File: config.mk
export PLATFORM = sky130hd
export DESIGN_NAME = regfile_wr_arbiter
export DESIGN_NICKNAME = d
export VERILOG_FILES = /design/src/rtl/regfile_ctrl_pkg.sv /design/src/rtl/rr_arb2.sv /design/src/rtl/regfile_wr_arbiter.sv
export SDC_FILE = /design/constraint.sdc
export NUM_CORES = 1
export LEC_CHECK = 0
export CELL_PAD_IN_SITES_DETAIL_PLACEMENT = 1
export CELL_PAD_IN_SITES_GLOBAL_PLACEMENT = 1
export CORE_AREA = 3 3 63 65
export CTS_BUF_LIST = sky130_fd_sc_hd__clkbuf_8
export DETAILED_ROUTE_END_ITERATION = 10
export DIE_AREA = 0 0 66 68
export HOLD_SLACK_MARGIN = 0.05
export PLACE_DENSITY_LB_ADDON = 0.12
export SLEW_MARGIN = 10
export SYNTH_ARGS = -nofsm -noshare
export SYNTH_HDL_FRONTEND = slang
export SYNTH_HIERARCHICAL = 1
export SYNTH_SLANG_ARGS = --single-unit
File: constraint.sdc
create_clock -name UserCLK -period 2 [get_ports UserCLK]
set_clock_uncertainty 0.15 [all_clocks]
set_input_delay 0.5 -clock UserCLK [delete_from_list [all_inputs] [get_ports UserCLK]]
set_output_delay 0.5 -clock UserCLK [all_outputs]
set_load 0.02 [all_outputs]
File: src/rtl/regfile_ctrl_pkg.sv
// Shared sizing defaults and FSM encoding for the register-file write path.
package regfile_ctrl_pkg;

  localparam int ADDR_W_DFLT = 5;
  localparam int DATA_W_DFLT = 4;
  localparam int DEPTH_DFLT  = 32;

  typedef enum logic {
    IDLE  = 1'b0,
    CLEAR = 1'b1
  } state_t;

endpackage

File: src/rtl/rr_arb2.sv
// Two-way round-robin selector; "last" is 1 when requester 1 won the previous transfer.
module rr_arb2 (
  input  logic [1:0] valid,
  input  logic       enable,
  input  logic       last,
  output logic [1:0] grant,
  output logic       ptr_upd,
  output logic       ptr_next
);

  always_comb begin
    grant = 2'b00;
    if (enable) begin
      case (valid)
        2'b01:   grant = 2'b01;
        2'b10:   grant = 2'b10;
        2'b11:   grant = last ? 2'b01 : 2'b10;
        default: grant = 2'b00;
      endcase
    end
  end

  // Every grant is an accepted transfer because requesters hold valid until ready.
  assign ptr_upd  = |grant;
  assign ptr_next = grant[1];

endmodule

File: src/rtl/regfile_wr_arbiter.sv
// Arbitrates two write requesters onto one register-file write port and runs a full-clear sweep.
module regfile_wr_arbiter
  import regfile_ctrl_pkg::*;
#(
  parameter int ADDR_W = ADDR_W_DFLT,
  parameter int DATA_W = DATA_W_DFLT,
  parameter int DEPTH  = DEPTH_DFLT
) (
  input  logic              UserCLK,
  input  logic              RESETn,
  input  logic              req0_valid,
  input  logic [ADDR_W-1:0] req0_addr,
  input  logic [DATA_W-1:0] req0_data,
  output logic              req0_ready,
  input  logic              req1_valid,
  input  logic [ADDR_W-1:0] req1_addr,
  input  logic [DATA_W-1:0] req1_data,
  output logic              req1_ready,
  input  logic              clr_start,
  output logic              clr_busy,
  output logic              clr_done,
  output logic              W_en,
  output logic [ADDR_W-1:0] W_ADR,
  output logic [DATA_W-1:0] D
);

  state_t            state;
  logic              last;
  logic [ADDR_W-1:0] cnt;
  logic [1:0]        grant;
  logic              ptr_upd;
  logic              ptr_next;
  logic              enable;

  assign enable = (state == IDLE) && !clr_start;

  rr_arb2 u_rr_arb2 (
    .valid    ({req1_valid, req0_valid}),
    .enable   (enable),
    .last     (last),
    .grant    (grant),
    .ptr_upd  (ptr_upd),
    .ptr_next (ptr_next)
  );

  assign req0_ready = grant[0];
  assign req1_ready = grant[1];

  always_ff @(posedge UserCLK or negedge RESETn) begin
    if (!RESETn) begin
      state    <= IDLE;
      last     <= 1'b1;
      cnt      <= '0;
      W_en     <= 1'b0;
      W_ADR    <= '0;
      D        <= '0;
      clr_busy <= 1'b0;
      clr_done <= 1'b0;
    end else begin
      W_en     <= 1'b0;
      clr_done <= 1'b0;
      case (state)
        IDLE: begin
          if (clr_start) begin
            state    <= CLEAR;
            cnt      <= '0;
            clr_busy <= 1'b1;
          end else if (ptr_upd) begin
            last  <= ptr_next;
            W_en  <= 1'b1;
            W_ADR <= grant[1] ? req1_addr : req0_addr;
            D     <= grant[1] ? req1_data : req0_data;
          end
        end
        CLEAR: begin
          // The pointer is untouched here so arbitration resumes where it left off.
          W_en  <= 1'b1;
          W_ADR <= cnt;
          D     <= '0;
          if (cnt == ADDR_W'(DEPTH - 1)) begin
            state    <= IDLE;
            clr_busy <= 1'b0;
            clr_done <= 1'b1;
          end else begin
            cnt <= cnt + 1'b1;
          end
        end
        default: state <= IDLE;
      endcase
    end
  end

endmodule
==> flow_metrics.py, run 1 <==
metrics = {
    "run_status": {
        "outcome": "finished, final reports clean",
    },
    "timing": {
        "worst-slew-pin-transition_ps": 306,
        "timing.final.hold_violations": 0,
        "fmaxAchievable_mhz": 530,
        "worst_slew_margin_rel": 0.795,
        "setup-violations-final": 0,
        "timing.final.crit_share": 0.944,
        "final_slew_viol_count": 0,
        "finalCriticalPeriod_ps": 1890,
        "fin_hold_ws_ps": 341,
        "fin_tns_setup_ps": 0,
        "rsz_0062_raised_after_global_routing": "no",
    },
    "yosys": {
        "async_reset_ff_frac": 1.00,
        "synth_edf_count": 0,
        "synthDominantAreaCellType": "sky130_fd_sc_hd__dfrtp_1",
        "ys_seq_area_frac": 0.458,
        "synth_fp_nets": 122,
        "synthesis.area_um2": 1040,
        "netlist_top_cells_count": "sky130_fd_sc_hd__dfrtp_1 (18), sky130_fd_sc_hd__nand2_1 (9), sky130_fd_sc_hd__nor2_1 (7)",
        "syn_avg_cell_area_um2": 10.8,
        "synthFlopType": "sky130_fd_sc_hd__dfrtp_1",
        "yosysWarningCount": 6,
        "synth_top_cells_by_area": "sky130_fd_sc_hd__dfrtp_1 (43%), sky130_fd_sc_hd__o31ai_2 (6.0%), sky130_fd_sc_hd__mux2i_1 (3.8%)",
        "post_synth_num_cell_types": 34,
        "synth_most_common_cell": "sky130_fd_sc_hd__dfrtp_1",
        "synth.ff_latch_count": 19,
        "synth_cells": 96,
        "yosys.area.top_type_share": 0.433,
    },
    "drt": {
        "route.antenna.remaining_nets": 0,
        "top_layer": "met4",
        "routedWlPerCell_um": 15.1,
        "firstDrtPassIters": 3,
        "wl_met1_um": 1270,
        "wirelength_um": 2840,
        "wl_met3_um": 100,
        "drcViolationCount": 0,
        "route.met2.wl_um": 1430,
        "initialDrtViolationCount": 22,
        "via_count": 884,
        "vias_per_cell": 4.70,
    },
    "min_path": {
        "worstHoldPathType": "reg2reg",
    },
    "power_and_ir_drop": {
        "combinational_share_of_power": 0.485,
        "vdd_ir_drop_max_v": 0.000328,
        "internal-power_mw": 1.09,
        "p_leak_nw": 0.647,
        "pwr_density_cell_nw_per_um2": 1090,
        "swShare": 0.362,
        "p_total_mw": 1.71,
        "sequentialPowerShare": 0.352,
        "share_clk_of_total_power": 0.163,
        "p_switching_mw": 0.620,
    },
    "critical_path": {
        "worstSetupEndpoint": "req0_ready",
        "r2r_cells": 5,
        "critical_path.reg2reg.endpoint": "cnt[4]$_DFFE_PN0P_",
        "critical_path_cell_count": 6,
        "endpoint_type_of_the_worst_setup_path": "output port",
        "cpLargestDelayFamily": "buffers and inverters",
        "path_max_fanout": 2,
        "critical_path.cell_chain": "clkdlybuf4s15_1 -> nor2_2 -> buf_4 -> nand2_1 -> a21oi_2 -> buf_6",
        "cp.buffers_inverters": 3,
        "worst-endpoint-arrival_ps": 1240,
        "regToRegStartpoint": "cnt[0]$_DFFE_PN0P_",
        "cp-startpoint": "clr_start",
        "cp_slowest_cell": "sky130_fd_sc_hd__clkdlybuf4s15_1",
        "worst-endpoint-required_ps": 1350,
        "cpPeakStageDelay_ps": 200,
        "timing_worst_setup_path_type": "in2out",
        "timing.critical_path.from_type": "input port",
        "regToRegSetupSlack_ps": 190,
    },
    "placed_design": {
        "dp.cells": 184,
        "port_buffers": 36,
        "place.gp.congestion": 0.715,
        "hpwlAfterDp_um": 2170,
    },
    "floorplanning": {
        "core_um2": 3390,
        "floorplan.die.height_um": 68,
        "die_area_um2": 4490,
        "num_io_pins": 37,
        "placementRows": 21,
        "floorplan.initialDensity": 0.307,
        "fp.dieW_um": 66,
    },
    "clocking": {
        "cts-root-to-sink-buffers": 2,
        "post_cts_hold_buffer_count": 0,
        "clkSinkCount": 19,
        "clockRootBuffer": "sky130_fd_sc_hd__clkbuf_8",
        "ctsHtreeMaxLevel": 1,
        "cts_buffers": 3,
        "cts.clk_slew.worst_paths_ps": 80,
        "post_cts_buffers": 0,
        "clk_lat_worst_skew_ps": 260,
        "tritoncts": "done",
    },
    "global_routing": {
        "grt_pass1_vias": 973,
        "grt_antenna_before_repair": 0,
        "globalRouteOverflowTotal": 0,
        "grt_pass1_wl_um": 4780,
        "largest_net_degree_at_the_start_of_global_routing": 23,
        "grt_util_all_layers": 0.140,
    },
    "final_layout": {
        "flow.area_growth_from_synthesis_pct": 50.5,
        "instances_no_fill": 188,
        "final_layout_size_suffix_gt1_frac": 0.246,
        "number_of_nets_in_the_final_layout": 169,
        "final_util": 0.462,
        "fill_cell_instance_count_of_the_final_layout": 383,
        "count_of_inserted_antenna_diode_cells": 0,
    },
    "job": {
        "max-cap-violations": 0,
    },
}
## state kept, by name, summed over array words and instances, names as in the netlist
| register | cells |
|---|---|
| W_ADR | 5 |
| cnt | 5 |
| D | 4 |
| W_en | 1 |
| clr_busy | 1 |
| clr_done | 1 |
| last | 1 |
| state | 1 |
## kinds of logic (layout without fill, tap and decap cells)
group | after synthesis | count (layout) | share of synthesized area
compound gates | 23 | 23 | 0.186
xor+xnor | 3 | 3 | 0.0252
fa+ha+maj | 3 | 3 | 0.0361
buf+inv | 7 | 53 | 0.0336
flops | 19 | 19 | 0.458
mux | 7 | 7 | 0.0745
simple gates | 34 | 34 | 0.186
## worst min path at each step
stage                     depth (start not counted)  slack [ps]               end             start
after floorplan                                   0          50  D[0]$_DFFE_PN0P_            RESETn
after global placement                            1         320  D[3]$_DFFE_PN0P_  D[3]$_DFFE_PN0P_
after detailed placement                          1         320  D[3]$_DFFE_PN0P_  D[3]$_DFFE_PN0P_
after CTS                                         1         350  D[3]$_DFFE_PN0P_  D[3]$_DFFE_PN0P_
after global routing                              1         360  D[3]$_DFFE_PN0P_  D[3]$_DFFE_PN0P_
final                                             1         340  D[3]$_DFFE_PN0P_  D[3]$_DFFE_PN0P_
## timing repair
action | CTS | global route
gates resized for setup | 15 | 4
pin swaps | 1 | 1
endpoints found under the setup margin | 7 | 2
## power groups by stage
| stage | Combinational, mW | Clock [mW] | Sequential, mW |
|---|---|---|---|
| 2_1_floorplan | 0.415 | 0 | 0.693 |
| 3_3_place_gp | 0.804 | 0 | 0.603 |
| 3_5_place_dp | 0.836 | 0 | 0.612 |
| 4_1_cts | 0.838 | 0.284 | 0.604 |
| 5_1_grt | 0.916 | 0.310 | 0.629 |
| 6_report | 0.831 | 0.280 | 0.602 |
## through the flow
| stage | setup WS (ps) | cell area, µm² |
|---|---|---|
| floorplan | 133 | 1040 |
| global placement | -675 | 1510 |
| detailed placement | -645 | 1510 |
| CTS | 10.5 | 1560 |
| global route | 40.4 | 1570 |
| finish | 112 | 1570 |
## cells in the final DEF, fill, tap and decap left out, types with 2 or more instances in the layout
master and n:
sky130_fd_sc_hd__dfrtp_1 18, sky130_fd_sc_hd__xnor2_1 3, sky130_fd_sc_hd__dlygate4sd2_1 2, sky130_fd_sc_hd__a21o_1 2
sky130_fd_sc_hd__nor2_1 7, sky130_fd_sc_hd__o31ai_2 5, sky130_fd_sc_hd__nor3b_1 2, sky130_fd_sc_hd__mux2_2 2
sky130_fd_sc_hd__clkdlybuf4s50_1 31, sky130_fd_sc_hd__buf_6 2, sky130_fd_sc_hd__a21oi_2 2, sky130_fd_sc_hd__mux2i_1 4
sky130_fd_sc_hd__nand2b_1 3, sky130_fd_sc_hd__ha_1 2, sky130_fd_sc_hd__a211oi_1 5, sky130_fd_sc_hd__clkbuf_8 3
sky130_fd_sc_hd__buf_4 10, sky130_fd_sc_hd__o2bb2ai_1 4, sky130_fd_sc_hd__inv_1 2, sky130_fd_sc_hd__nand2_1 9
sky130_fd_sc_hd__nor2b_1 5, sky130_fd_sc_hd__o21ai_1 2
## cell type report
type / count / area (µm²) / area share
timing repair buffer: 46 / 435 / 0.278
clock buffer: 3 / 41.3 / 0.0264
sequential: 19 / 477 / 0.304
multi-input combinational: 70 / 539 / 0.344
tap: 46 / 57.6 / 0.0367
inverter: 3 / 11.3 / 0.00719
clock inverter: 1 / 5.00 / 0.00319
## metal layers
layer / track usage / up-vias
li1: - / 428
met1: 0.176 / 436
met2: 0.240 / 16
met3: 0.0230 / 4
met4: 0.0533 / 0
met5: 0 / -
No activity file was read; power rests on OpenSTA's default activity.
==> inputs of run 2 (changes only) <==
CORE_AREA = 3 3 60 62   (was 3 3 63 65)
DIE_AREA = 0 0 63 65   (was 0 0 66 68)
SYNTH_HIERARCHICAL = default   (was 1)
==> run 2 against run 1 <==
Compared with the run above: utilization grew 9.3 points; sequential power increased by 7.1%; synthesized cell count grew 5.2%.
==> flow_metrics.py, run 2 <==
metrics = {
    "global_routing": {
        "globalRouteOverflowTotal": 0,
        "grt_util_all_layers": 0.173,
        "largest_net_degree_at_the_start_of_global_routing": 20,
        "grt_antenna_before_repair": 0,
        "grt_pass1_wl_um": 5660,
        "grt_pass1_vias": 1106,
    },
    "critical_path": {
        "worst-endpoint-required_ps": 1350,
        "timing.critical_path.from_type": "flip-flop",
        "cp.buffers_inverters": 1,
        "timing_worst_setup_path_type": "reg2out",
        "cpLargestDelayFamily": "simple AND/OR/NAND/NOR gates",
        "cpPeakStageDelay_ps": 440,
        "cp_slowest_cell": "sky130_fd_sc_hd__dfrtp_1",
        "path_max_fanout": 4,
        "endpoint_type_of_the_worst_setup_path": "output port",
        "worst-endpoint-arrival_ps": 1330,
        "critical_path.cell_chain": "or3b_4 -> nor2_4 -> buf_6",
    },
    "clocking": {
        "clockRootBuffer": "sky130_fd_sc_hd__clkbuf_8",
        "clk_lat_worst_skew_ps": 250,
        "clkSinkCount": 19,
        "cts-root-to-sink-buffers": 2,
        "cts_buffers": 3,
        "cts.clk_slew.worst_paths_ps": 70,
        "tritoncts": "done",
        "ctsHtreeMaxLevel": 1,
    },
    "placed_design": {
        "place.gp.congestion": 0.844,
        "port_buffers": 36,
        "hpwlAfterDp_um": 2520,
    },
    "power_and_ir_drop": {
        "share_clk_of_total_power": 0.141,
        "sequentialPowerShare": 0.352,
        "p_switching_mw": 0.667,
        "pwr_density_cell_nw_per_um2": 1070,
        "vdd_ir_drop_max_v": 0.000303,
        "swShare": 0.364,
        "p_total_mw": 1.83,
        "internal-power_mw": 1.16,
        "combinational_share_of_power": 0.506,
        "p_leak_nw": 0.696,
    },
    "yosys": {
        "yosys.area.top_type_share": 0.415,
        "synthFlopType": "sky130_fd_sc_hd__dfrtp_1",
        "syn_avg_cell_area_um2": 10.8,
        "synth_cells": 101,
        "netlist_top_cells_count": "sky130_fd_sc_hd__dfrtp_1 (18), sky130_fd_sc_hd__nand2b_1 (6), sky130_fd_sc_hd__o21ai_1 (6)",
        "synth_fp_nets": 126,
        "ys_seq_area_frac": 0.439,
        "async_reset_ff_frac": 1.00,
        "synth_top_cells_by_area": "sky130_fd_sc_hd__dfrtp_1 (41%), sky130_fd_sc_hd__a22o_1 (4.0%), sky130_fd_sc_hd__nor3_2 (3.7%)",
        "synth_edf_count": 0,
        "synth.ff_latch_count": 19,
        "synthesis.area_um2": 1090,
        "synth_most_common_cell": "sky130_fd_sc_hd__dfrtp_1",
        "post_synth_num_cell_types": 35,
        "yosysWarningCount": 0,
        "synthDominantAreaCellType": "sky130_fd_sc_hd__dfrtp_1",
    },
    "final_layout": {
        "mostFrequentLayoutCell": "sky130_fd_sc_hd__clkdlybuf4s50_1",
        "final_layout_size_suffix_gt1_frac": 0.318,
        "flow.area_growth_from_synthesis_pct": 57.4,
        "count_of_inserted_antenna_diode_cells": 0,
        "register_area_um2": 477,
        "biggestRegsByFlops": "W_ADR (5), cnt (5), D (4)",
        "number_of_nets_in_the_final_layout": 183,
        "layout.cells.most_common_list": "sky130_fd_sc_hd__clkdlybuf4s50_1 (31), sky130_fd_sc_hd__buf_4 (19), sky130_fd_sc_hd__dfrtp_1 (18)",
        "multi_input_area_um2": 584,
        "fill_cell_instance_count_of_the_final_layout": 350,
    },
    "run_status": {
        "outcome": "finished, final reports clean",
    },
    "timing": {
        "fmaxAchievable_mhz": 504,
        "fin_tns_setup_ps": 0,
        "timing.final.crit_share": 0.991,
        "rsz_0062_raised_after_global_routing": "yes",
        "finalCriticalPeriod_ps": 1980,
        "final_slew_viol_count": 0,
        "worst-slew-pin-transition_ps": 305,
        "setup-violations-final": 0,
        "worst_slew_margin_rel": 0.795,
        "timing.final.hold_violations": 0,
    },
    "floorplanning": {
        "placementRows": 20,
        "num_io_pins": 37,
        "fp.dieW_um": 63,
        "floorplan.initialDensity": 0.353,
        "die_area_um2": 4100,
        "core_um2": 3080,
        "floorplan.die.height_um": 65,
    },
    "drt": {
        "initialDrtViolationCount": 44,
        "via_count": 1020,
        "drcViolationCount": 0,
        "route.antenna.remaining_nets": 0,
        "routedWlPerCell_um": 16.7,
        "vias_per_cell": 5.07,
        "firstDrtPassIters": 4,
        "wirelength_um": 3350,
    },
    "min_path": {
        "worstHoldPathType": "reg2reg",
    },
    "job": {
        "max-cap-violations": 0,
    },
}
-- run 2: repair_timing --
item,4_1_cts,5_1_grt
pin swaps,3,1
endpoints found under the setup margin,2,5
hold buffers,0,0
setup buffers,2,2
gates resized for setup,23,5
-- run 2: cells by family (layout without fill, tap and decap cells) --
group | count (synthesis) | count (layout) | share of synthesized area
compound gates | 32 | 32 | 0.218
xor+xnor | 3 | 3 | 0.0242
fa+ha+maj | 2 | 2 | 0.0230
buf+inv | 8 | 64 | 0.0449
flops | 19 | 19 | 0.439
mux | 2 | 2 | 0.0207
simple gates | 35 | 35 | 0.230
-- run 2: worst paths after layout --
path | end | cells after the start | start | slack, ps
worst max-delay path | req0_ready | 3 | state$_DFF_PN0_ | 20
worst min-delay path | clr_busy$_DFFE_PN0P_ | 2 | clr_busy$_DFFE_PN0P_ | 420
worst max register to register | cnt[3]$_DFFE_PN0P_ | 6 | cnt[1]$_DFFE_PN0P_ | 150
worst min register to register | clr_busy$_DFFE_PN0P_ | 2 | clr_busy$_DFFE_PN0P_ | 420
max in group asynchronous | last$_DFFE_PN1P_ | 2 | RESETn | 1000
min in group asynchronous | cnt[2]$_DFFE_PN0P_ | 2 | RESETn | 440
-- run 2: layer usage --
metal | track usage | wire length [µm] | vias up
met3 | 0.0277 | 103 | 2
met5 | 0 | 0 | -
li1 | - | - | 492
met2 | 0.303 | 1730 | 23
met4 | 0.0275 | 19 | 0
met1 | 0.228 | 1500 | 503
-- run 2: layout make-up --
cell class | instances | share of cell area
inverters | 2 | 0.00439
clock buffers | 3 | 0.0242
repair buffers | 58 | 0.316
clock inverters | 1 | 0.00293
well taps | 44 | 0.0322
multi-input cells | 74 | 0.342
flip-flops and latches | 19 | 0.279
-- run 2: stage by stage --
stage	cell area, µm²	hold slack, ps	setup slack, ps	util	instances
after floorplan	1090	54.4	128	-	101
after global placement	1600	394	-723	0.518	193
after detailed placement	1600	404	-761	0.518	193
after CTS	1680	423	9.97	0.545	199
after global routing	1710	460	-52.7	0.555	201
final	1710	423	17.1	0.555	201
-- run 2: power by group through the flow --
stage	clock, mW	combinational, mW	sequential, mW
finish	0.259	0.927	0.645
global route	0.290	1.02	0.669
CTS	0.269	0.917	0.646
detailed placement	0	0.898	0.648
global placement	0	0.875	0.642
floorplan	0	0.443	0.713
-- run 2: worst reg2reg max path: stages (launching register included) --
cell                       delay (ps)
sky130_fd_sc_hd__dfrtp_1          440
sky130_fd_sc_hd__ha_1             220
sky130_fd_sc_hd__and3_1           190
sky130_fd_sc_hd__ha_2             220
sky130_fd_sc_hd__nand4b_1         200
sky130_fd_sc_hd__xnor2_1          150
sky130_fd_sc_hd__a22o_1           170
==> inputs of run 3 (changes only) <==
CTS_CLUSTER_SIZE = 12   (was default)
==> results of run 3 <==
Same layout as run 2: the final DEF is identical, and so are final timing and power.
